## src/rtl/prog_loader_if.sv

```systemverilog
`default_nettype none
// ============================================================================
// Module   : prog_loader_if
// Brief    : Byte-source, RAM-write and CPU-control signals of prog_loader.
// Revision : 1.0 - initial release
// ============================================================================
interface prog_loader_if;
  logic       start;
  logic       in_valid;
  logic [7:0] in_data;
  logic       in_ready;
  logic       we;
  logic [7:0] w_addr;
  logic [7:0] w_data;
  logic       cpu_reset;
  logic       busy;
  logic       done;
  logic       err;

  modport master (
    output start, in_valid, in_data,
    input  in_ready, we, w_addr, w_data, cpu_reset, busy, done, err
  );

  modport slave (
    input  start, in_valid, in_data,
    output in_ready, we, w_addr, w_data, cpu_reset, busy, done, err
  );
endinterface
`default_nettype wire

```

## src/rtl/prog_loader.sv

```systemverilog
`default_nettype none
// ============================================================================
// Module   : prog_loader
// Brief    : Streams PROG_LEN bytes into program RAM while holding the CPU in
//            reset. Define LOADER_CHECKSUM_EN to add a trailing checksum byte.
// Revision : 1.0 - initial release
// ============================================================================
module prog_loader #(
  parameter int unsigned PROG_LEN  = 16,
  parameter logic [7:0]  BASE_ADDR = 8'h00
) (
  input wire           clk,
  input wire           reset,
  prog_loader_if.slave bus
);

  localparam logic [1:0] c_IDLE    = 2'd0;
  localparam logic [1:0] c_LOAD    = 2'd1;
`ifdef LOADER_CHECKSUM_EN
  localparam logic [1:0] c_CHECK   = 2'd2;
`endif
  localparam logic [1:0] c_RELEASE = 2'd3;
  localparam logic [7:0] c_LAST    = 8'(PROG_LEN - 1);

  logic [1:0] r_state,     w_nx_state;
  logic [7:0] r_index,     w_nx_index;
  logic       r_rel_cnt,   w_nx_rel_cnt;
  logic       r_in_ready,  w_nx_in_ready;
  logic       r_we,        w_nx_we;
  logic [7:0] r_w_addr,    w_nx_w_addr;
  logic [7:0] r_w_data,    w_nx_w_data;
  logic       r_cpu_reset, w_nx_cpu_reset;
  logic       r_busy,      w_nx_busy;
  logic       r_done,      w_nx_done;
  logic       w_beat;
  logic       w_last;

  assign w_beat = bus.in_valid & r_in_ready;
  assign w_last = (r_index == c_LAST);

`ifdef LOADER_CHECKSUM_EN
  logic [7:0] r_sum, w_nx_sum;
  logic       r_err, w_nx_err;
  logic [7:0] w_sum_chk;
  logic       w_sum_ok;

  assign w_sum_chk = r_sum + bus.in_data;
  assign w_sum_ok  = (w_sum_chk == 8'h00);

  always_ff @(posedge clk or negedge reset) begin
    if (!reset) begin
      r_sum <= 8'h00;
      r_err <= 1'b0;
    end else begin
      r_sum <= w_nx_sum;
      r_err <= w_nx_err;
    end
  end
`endif

  // State register; every output is registered alongside it.
  always_ff @(posedge clk or negedge reset) begin
    if (!reset) begin
      r_state     <= c_IDLE;
      r_index     <= 8'h00;
      r_rel_cnt   <= 1'b0;
      r_in_ready  <= 1'b0;
      r_we        <= 1'b0;
      r_w_addr    <= 8'h00;
      r_w_data    <= 8'h00;
      r_cpu_reset <= 1'b0;
      r_busy      <= 1'b0;
      r_done      <= 1'b0;
    end else begin
      r_state     <= w_nx_state;
      r_index     <= w_nx_index;
      r_rel_cnt   <= w_nx_rel_cnt;
      r_in_ready  <= w_nx_in_ready;
      r_we        <= w_nx_we;
      r_w_addr    <= w_nx_w_addr;
      r_w_data    <= w_nx_w_data;
      r_cpu_reset <= w_nx_cpu_reset;
      r_busy      <= w_nx_busy;
      r_done      <= w_nx_done;
    end
  end

  always_comb begin
    w_nx_state = r_state;
    case (r_state)
      c_IDLE: if (bus.start) w_nx_state = c_LOAD;
      c_LOAD: begin
        if (w_beat && w_last) begin
`ifdef LOADER_CHECKSUM_EN
          w_nx_state = c_CHECK;
`else
          w_nx_state = c_RELEASE;
`endif
        end
      end
`ifdef LOADER_CHECKSUM_EN
      c_CHECK: if (w_beat) w_nx_state = w_sum_ok ? c_RELEASE : c_IDLE;
`endif
      c_RELEASE: if (r_rel_cnt) w_nx_state = c_IDLE;
      default: w_nx_state = c_IDLE;
    endcase
  end

  always_comb begin
    w_nx_in_ready  = 1'b0;
    w_nx_we        = 1'b0;
    w_nx_w_addr    = r_w_addr;
    w_nx_w_data    = r_w_data;
    w_nx_cpu_reset = r_cpu_reset;
    w_nx_busy      = r_busy;
    w_nx_done      = 1'b0;
    w_nx_index     = r_index;
    w_nx_rel_cnt   = 1'b0;
`ifdef LOADER_CHECKSUM_EN
    w_nx_sum       = r_sum;
    w_nx_err       = r_err;
`endif
    case (r_state)
      c_IDLE: begin
        w_nx_busy = 1'b0;
        // A failed checksum keeps the CPU parked until a good load lands.
`ifdef LOADER_CHECKSUM_EN
        w_nx_cpu_reset = ~r_err;
`else
        w_nx_cpu_reset = 1'b1;
`endif
        if (bus.start) begin
          w_nx_in_ready  = 1'b1;
          w_nx_busy      = 1'b1;
          w_nx_cpu_reset = 1'b0;
          w_nx_index     = 8'h00;
`ifdef LOADER_CHECKSUM_EN
          w_nx_sum       = 8'h00;
          w_nx_err       = 1'b0;
`endif
        end
      end
      c_LOAD: begin
        w_nx_in_ready = 1'b1;
        if (w_beat) begin
          w_nx_we     = 1'b1;
          w_nx_w_addr = BASE_ADDR + r_index;
          w_nx_w_data = bus.in_data;
          w_nx_index  = r_index + 8'd1;
`ifdef LOADER_CHECKSUM_EN
          w_nx_sum    = w_sum_chk;
`else
          if (w_last) w_nx_in_ready = 1'b0;
`endif
        end
      end
`ifdef LOADER_CHECKSUM_EN
      c_CHECK: begin
        w_nx_in_ready = 1'b1;
        if (w_beat) begin
          w_nx_in_ready = 1'b0;
          if (!w_sum_ok) begin
            w_nx_err  = 1'b1;
            w_nx_busy = 1'b0;
          end
        end
      end
`endif
      c_RELEASE: begin
        // Two cycles in reset so the final RAM write settles first.
        w_nx_rel_cnt = ~r_rel_cnt;
        if (r_rel_cnt) begin
          w_nx_done      = 1'b1;
          w_nx_cpu_reset = 1'b1;
          w_nx_busy      = 1'b0;
        end
      end
      default: ;
    endcase
  end

  assign bus.in_ready  = r_in_ready;
  assign bus.we        = r_we;
  assign bus.w_addr    = r_w_addr;
  assign bus.w_data    = r_w_data;
  assign bus.cpu_reset = r_cpu_reset;
  assign bus.busy      = r_busy;
  assign bus.done      = r_done;
`ifdef LOADER_CHECKSUM_EN
  assign bus.err       = r_err;
`else
  assign bus.err       = 1'b0;
`endif

endmodule
`default_nettype wire

```

## src/flat_wrapper.sv

```systemverilog
// flat-port wrapper written by rule: the top's interface ports become plain ports
module prog_loader_flat 
#(
  parameter int unsigned PROG_LEN  = 16,
  parameter logic [7:0]  BASE_ADDR = 8'h00
)
  (clk, reset, bus_start, bus_in_valid, bus_in_data, bus_in_ready, bus_we, bus_w_addr, bus_w_data, bus_cpu_reset, bus_busy, bus_done, bus_err);
  prog_loader_if bus_i ();
  input wire clk;
  input wire reset;
  input wire logic [$bits(bus_i.start)-1:0] bus_start;
  input wire logic [$bits(bus_i.in_valid)-1:0] bus_in_valid;
  input wire logic [$bits(bus_i.in_data)-1:0] bus_in_data;
  output wire logic [$bits(bus_i.in_ready)-1:0] bus_in_ready;
  output wire logic [$bits(bus_i.we)-1:0] bus_we;
  output wire logic [$bits(bus_i.w_addr)-1:0] bus_w_addr;
  output wire logic [$bits(bus_i.w_data)-1:0] bus_w_data;
  output wire logic [$bits(bus_i.cpu_reset)-1:0] bus_cpu_reset;
  output wire logic [$bits(bus_i.busy)-1:0] bus_busy;
  output wire logic [$bits(bus_i.done)-1:0] bus_done;
  output wire logic [$bits(bus_i.err)-1:0] bus_err;
  assign bus_i.start = bus_start;
  assign bus_i.in_valid = bus_in_valid;
  assign bus_i.in_data = bus_in_data;
  assign bus_in_ready = bus_i.in_ready;
  assign bus_we = bus_i.we;
  assign bus_w_addr = bus_i.w_addr;
  assign bus_w_data = bus_i.w_data;
  assign bus_cpu_reset = bus_i.cpu_reset;
  assign bus_busy = bus_i.busy;
  assign bus_done = bus_i.done;
  assign bus_err = bus_i.err;
  prog_loader #(.PROG_LEN(PROG_LEN), .BASE_ADDR(BASE_ADDR)) u_core (.clk(clk), .reset(reset), .bus(bus_i));
endmodule
```

## config.mk

```make
export PLATFORM = sky130hd
export DESIGN_NAME = prog_loader_flat
export DESIGN_NICKNAME = d
export VERILOG_FILES = /design/src/rtl/prog_loader_if.sv /design/src/rtl/prog_loader.sv /design/src/flat_wrapper.sv
export SDC_FILE = /design/constraint.sdc
export NUM_CORES = 1
export LEC_CHECK = 0
export CAP_MARGIN = 40
export CELL_PAD_IN_SITES_DETAIL_PLACEMENT = 0
export CELL_PAD_IN_SITES_GLOBAL_PLACEMENT = 1
export CORE_ASPECT_RATIO = 0.9
export CORE_MARGIN = 2
export CORE_UTILIZATION = 41
export CTS_BUF_LIST = sky130_fd_sc_hd__clkbuf_8
export CTS_CLUSTER_SIZE = 28
export DETAILED_ROUTE_END_ITERATION = 8
export MAX_ROUTING_LAYER = met4
export PLACE_DENSITY = 0.82
export SETUP_SLACK_MARGIN = 0.1
export SYNTH_ARGS = -nofsm -noshare
export SYNTH_HDL_FRONTEND = slang
export SYNTH_SLANG_ARGS = --single-unit
```

## constraint.sdc

```tcl
create_clock -name clk -period 1.9 [get_ports clk]
set_input_delay 0.19 -clock clk [delete_from_list [all_inputs] [get_ports clk]]
set_output_delay 0.19 -clock clk [all_outputs]
set_load 0.03 [all_outputs]
```

==> flow_summary_export.csv, run 1 <==
group,metric,value,unit
detailed_routing,vias_per_cell,4.90,
logic_synthesis,ys_seq_elements,32,
setup_path,crit_path_end_kind,"primary output",
setup_path,required,1710,ps
sta,period_share,0.826,
die,io_pins,34,
sta,slew_viol_final,0,
setup_path,max_stage_delay,700,ps
sta,grt_setup_unrepaired,"no",
setup_path,r2r-start,"u_core.r_state[0]",
die,core_region_area,0.00311,mm²
setup_path,r2r_end,"u_core.r_index[0]",
detailed_routing,dr.pass1.iters,4,
placed_design,numPortBuffers,32,
setup_path,rrSetupSlack,510,ps
cts,cts_tree,"yes",
sta,fmax,0.637,GHz
power_and_ir_drop,vdd.ir_drop.worst,0.670,mV
die,die-width,64.9,µm
cts,clock_path_buffers,2,
logic_synthesis,yosysSeqAreaShare,0.586,
setup_path,crit_buf_inv,1,
setup_path,cp.arrival,1380,ps
cells_and_area,finalNonFillerCells,214,
cts,htree_levels,2,
power_and_ir_drop,total_power,0.00286,W
detailed_routing,final_antenna_net_count,0,
global_route,grt_max_degree,33,
sta,period_needed,1570,ps
logic_synthesis,syn_inst,137,
global_route,grt_overflow,0,
setup_path,path_cells,"clkdlybuf4s50_1",
cts,cts_setup_buffers,0,
global_route,grt_pass1_wl,4380,µm
sta,tns,0,ps
die,rows,19,
logic_synthesis,synth_fp_nets,150,
cells_and_area,final_common_cell,"nand2_1",
setup_path,cp-start-kind,"flop",
sta,whs,309,ps
logic_synthesis,synthDistinctLibCells,31,
cts,clk_latency,280,ps
job,cap_violations,0,
sta,worst_clock_skew,5.07,ps
detailed_routing,drc,0,
cells_and_area,final_nets,184,
sta,hold_viol,0,
placed_design,dp.final_hpwl,1810,µm
cells_and_area,most-common-layout-cells,"nand2_1 (59), clkdlybuf4s50_1 (32), dfrtp_1 (32)",
cells_and_area,fillerInstances,281,
global_route,grt.total_usage,0.158,
cts,clock-root-buffer,"clkbuf_8",
outcome,status,"complete, no violations",
cts,cts_hold_buf,0,
cells_and_area,antennaDiodeCount,0,
cells_and_area,area_growth,31.1,%
placed_design,dp_cells,206,
setup_path,reg2reg_depth,3,
detailed_routing,wl_per_cell,12.2,µm
detailed_routing,drt-initial-drc-count,31,
global_route,grt_pass1_vias,983,
die,die_h,58.8,µm
detailed_routing,wl,2610,µm
power_and_ir_drop,p_leak,0.890,nW
detailed_routing,vias,1048,
die,dieArea,0.00381,mm²
logic_synthesis,syn-mean-instance-area,9.97,µm²
setup_path,path_class,"reg -> out",
cts,cts.sinks,32,
cells_and_area,drive_above_1_share,0.0756,
setup_path,crit_path_top_delay_cell,"clkdlybuf4s50_1",
cts,ctsResizeCount,0,
power_and_ir_drop,power_density,1590,mW/mm²
placed_design,routabilityCongestion,0.773,
hold_path,min_path_type,"in -> async",
setup_path,cp_max_fo,3,
logic_synthesis,netlist_area,0.00137,mm²
sta,finalSetupViolations,0,
logic_synthesis,yosysWarnings,0,
global_route,antenna_found_initial,0,
setup_path,path_delay_family,"buffers and inverters",
cts,cts_buffers,5,
cts,clk_pin_slew,60,ps
die,initial_utilization,0.439,
## metal layers
| layer | vias to the layer above | GRT usage | share of wire |
|---|---|---|---|
| li1 | 516 | - | - |
| met1 | 506 | 0.188 | 0.45 |
| met2 | 24 | 0.247 | 0.48 |
| met3 | 2 | 0.0574 | 0.058 |
| met4 | 0 | 0.0638 | 0.0069 |
| met5 | - | - | 0 |
## synthesized netlist by cell type
cell type | count | area share
a221oi_1 | 1 | 0.0064
o21a_1 | 1 | 0.0055
and4bb_2 | 1 | 0.0092
mux2i_1 | 5 | 0.037
o21ai_0 | 1 | 0.0037
buf_6 | 3 | 0.025
a31o_2 | 1 | 0.0064
inv_1 | 2 | 0.0055
and4_1 | 1 | 0.0064
nor3_1 | 2 | 0.0073
or3b_1 | 1 | 0.0064
nand2_1 | 59 | 0.16
a22o_1 | 1 | 0.0064
clkbuf_1 | 1 | 0.0027
conb_1 | 1 | 0.0027
a221o_1 | 1 | 0.0073
nand3_1 | 5 | 0.018
nand4_1 | 3 | 0.014
a21boi_0 | 1 | 0.0055
and3_1 | 2 | 0.0092
clkinv_2 | 1 | 0.0037
o21ai_1 | 1 | 0.0037
nor3b_1 | 1 | 0.0055
buf_4 | 1 | 0.0055
nand2b_1 | 1 | 0.0046
buf_2 | 3 | 0.011
nor2_1 | 1 | 0.0027
dfrtp_1 | 32 | 0.59
and2_1 | 1 | 0.0046
ha_1 | 1 | 0.0092
nand4b_4 | 1 | 0.017
## stage by stage
stage / cell area [µm²] / setup slack [ps] / util
3_5_place_dp: 1700 / 348 / 0.546
4_1_cts: 1790 / 318 / 0.575
6_report: 1790 / 330 / 0.575
5_1_grt: 1790 / 271 / 0.575
2_1_floorplan: 1370 / 658 / -
3_3_place_gp: 1700 / 399 / 0.546
## cell type report
| cell class | count | area (µm²) | area share |
|---|---|---|---|
| clock buffers | 6 | 82.6 | 0.0461 |
| clock inverters | 2 | 7.51 | 0.00419 |
| multi-input cells | 94 | 493 | 0.275 |
| flip-flops and latches | 32 | 801 | 0.447 |
| well taps | 42 | 52.6 | 0.0293 |
| repair buffers | 35 | 343 | 0.191 |
| inverters | 3 | 12.5 | 0.00698 |
## state kept, by name, summed over array words and instances (netlist names), 2 cells and up
signal             count
u_core.r_state         2
u_core.r_index         8
u_core.bus.w_data      8
u_core.bus.w_addr      8
## cell families after synthesis
kind of cell             Yosys count  synth area share
AO/OA/AOI/OAI                      8            0.0449
adder cells (fa/ha/maj)            1           0.00916
buffers and inverters             11            0.0531
flip-flops                        32             0.586
multiplexers                       5            0.0366
other                              1           0.00274
AND/OR/NAND/NOR                   79             0.267
## power by group
group / leakage [nW] / internal, W / switching, W / total [W]
combinational: 0.435 / 0.000509 / 0.000705 / 0.00121
clock: 0.0538 / 0.000284 / 0.000221 / 0.000505
sequential: 0.401 / 0.000929 / 0.000209 / 0.00114
total: 0.890 / 0.00172 / 0.00114 / 0.00286
## worst max-delay path by stage
| stage | from | end | slack [ps] | cells past startpoint |
|---|---|---|---|---|
| after global routing | u_core.bus.in_ready | bus_in_ready | 270 | 1 |
| after floorplan | u_core.r_state[0] | u_core.r_index[0] | 660 | 5 |
| final | u_core.bus.in_ready | bus_in_ready | 330 | 1 |
| after CTS | u_core.bus.in_ready | bus_in_ready | 320 | 1 |
| after detailed placement | bus_start | u_core.r_index[0] | 350 | 4 |
| after global placement | bus_start | u_core.r_index[0] | 400 | 4 |
No activity file was read; power rests on OpenSTA's default activity.
==> run 2, diff against run 1 <==
Settings changed: CORE_UTILIZATION 41 to 34, PLACE_DENSITY 0.82 to 0.72.
Clock period 1.9 ns to 1.3 ns, I/O delays scaled along.
==> run 2 against run 1 <==
  * Routed wire length grew 6.9%
  * Clock-buffer cell count grew 1
  * Clock power grew 100%
  * Critical path depth is the same
  * Worst hold slack lost 90 ps
  * Core utilization shrank 6.7 points
  * Via count grew 5.4%
==> flow_summary_export.csv, run 2 (same netlist as run 1, synthesis figures left out) <==
group,metric,value,unit
power_and_ir_drop,p_leak,1.01,nW
setup_path,r2r_end,"u_core.r_index[2]",
detailed_routing,wl,2790,µm
cts,clk_latency,280,ps
setup_path,cp.depth,1,
outcome,status,"complete, no violations",
cts,clock-root-buffer,"clkbuf_8",
cells_and_area,antennaDiodeCount,0,
setup_path,crit_path_top_delay_cell,"dlygate4sd2_1",
sta,slew_viol_final,0,
cts,cts_buffers,5,
setup_path,rrSetupSlack,140,ps
cts,clk_pin_slew,70,ps
die,rows,21,
cells_and_area,final_nets,195,
setup_path,path_cells,"dlygate4sd2_1",
sta,period_needed,1160,ps
sta,worst_slack,138,ps
power_and_ir_drop,power_density,2350,mW/mm²
sta,hold_viol,0,
cells_and_area,area_growth,40.8,%
hold_path,min_path_type,"in -> async",
power_and_ir_drop,clockPowerShare,0.228,
global_route,grt_max_degree,33,
die,dieArea,0.00454,mm²
die,die-width,70.8,µm
sta,fmax,0.861,GHz
global_route,grt_pass1_vias,1088,
cts,cts.sinks,32,
global_route,grt_pass1_wl,4870,µm
global_route,grt_overflow,0,
die,initial_utilization,0.361,
placed_design,dp.final_hpwl,1980,µm
die,core_region_area,0.00378,mm²
setup_path,cp-startpoint,"u_core.bus.w_data[1]",
detailed_routing,drt-initial-drc-count,47,
global_route,antenna_found_initial,0,
power_and_ir_drop,vdd.ir_drop.worst,0.840,mV
setup_path,max_stage_delay,400,ps
detailed_routing,final_antenna_net_count,0,
power_and_ir_drop,total_power,0.00452,W
placed_design,numPortBuffers,32,
setup_path,crit_end,"bus_w_data[1]",
setup_path,cp-start-kind,"flop",
cells_and_area,drive_above_1_share,0.180,
cts,htree_levels,2,
cts,cts_tree,"yes",
placed_design,routabilityCongestion,0.773,
placed_design,pre_cts_ws,-168,ps
power_and_ir_drop,pwr-share-comb,0.414,
setup_path,required,1170,ps
power_and_ir_drop,power_switching_share,0.384,
setup_path,path_class,"reg -> out",
cells_and_area,final_common_cell,"nand2_1",
power_and_ir_drop,p_switching,0.00174,W
setup_path,cp.arrival,1030,ps
die,io_pins,34,
sta,period_share,0.893,
setup_path,cp_max_fo,2,
power_and_ir_drop,internal-power,0.00279,W
global_route,grt.total_usage,0.142,
sta,finalSetupViolations,0,
detailed_routing,vias_per_cell,4.83,
sta,worst_clock_skew,3.02,ps
setup_path,crit_path_end_kind,"primary output",
die,die_h,64.1,µm
setup_path,r2r-start,"u_core.r_index[1]",
cells_and_area,fillerInstances,355,
sta,grt_setup_unrepaired,"yes",
cells_and_area,most-common-layout-cells,"nand2_1 (59), dfrtp_1 (30), dlygate4sd2_1 (15)",
detailed_routing,wl_per_cell,12.2,µm
setup_path,reg2reg_depth,4,
power_and_ir_drop,power.share.sequential,0.358,
job,cap_violations,0,
setup_path,path_delay_family,"buffers and inverters",
detailed_routing,dr.pass1.iters,4,
cts,clock_path_buffers,2,
detailed_routing,drc,0,
setup_path,crit_buf_inv,1,
detailed_routing,vias,1105,
-- run 2: cell type report --
type | count | area, µm² | area share
Clock buffer | 7 | 96.3 | 0.0501
Clock inverter | 1 | 30.0 | 0.0156
Inverter | 3 | 13.8 | 0.00716
Multi-Input combinational cell | 94 | 508 | 0.264
Sequential cell | 32 | 803 | 0.418
Tap cell | 46 | 57.6 | 0.0299
Timing Repair Buffer | 46 | 414 | 0.215
-- run 2: per-stage QoR --
step / utilization / cell area [µm²] / cells / hold slack (ps) / setup TNS [ps]
global placement: 0.477 / 1800 / 220 / 457 / -1310
global route: 0.508 / 1920 / 229 / 234 / 0
CTS: 0.506 / 1910 / 229 / 223 / 0
floorplan: - / 1380 / 137 / -166 / 0
finish: 0.508 / 1920 / 229 / 220 / 0
detailed placement: 0.477 / 1800 / 220 / 462 / -1860
-- run 2: worst min-delay path by stage --
stage | startpoint | endpoint | cells past startpoint
after floorplan | reset | u_core.bus.busy | 0
after global routing | reset | u_core.bus.w_data[0] | 2
after CTS | reset | u_core.bus.w_addr[1] | 2
after detailed placement | u_core.bus.w_addr[6] | u_core.bus.w_addr[6] | 2
after global placement | u_core.bus.w_addr[4] | u_core.bus.w_addr[4] | 2
final | reset | u_core.bus.w_addr[1] | 2
-- run 2: power groups by stage --
stage	Combinational [W]	Sequential [W]	Clock (W)
after detailed placement	0.00201	0.00165	0
after global placement	0.00198	0.00163	0
after global routing	0.00204	0.00168	0.00109
after CTS	0.00187	0.00162	0.00106
after floorplan	0.000729	0.00208	0
final	0.00187	0.00162	0.00103
-- run 2: per-layer routing --
metal / share of wire / global-route usage / up-vias
met5: 0 / - / -
li1: - / - / 542
met1: 0.46 / 0.172 / 536
met3: 0.048 / 0.0347 / 2
met2: 0.48 / 0.222 / 25
met4: 0.010 / 0.0708 / 0
-- run 2: timing repair --
item                                   in CTS  in global routing
pin swaps                                   0                  2
setup buffers                               1                  0
gates cloned                                0                  0
resized for setup                          22                 11
hold buffers                                0                  0
endpoints found under the hold margin       0                  0
setup endpoints to repair                  30                 21
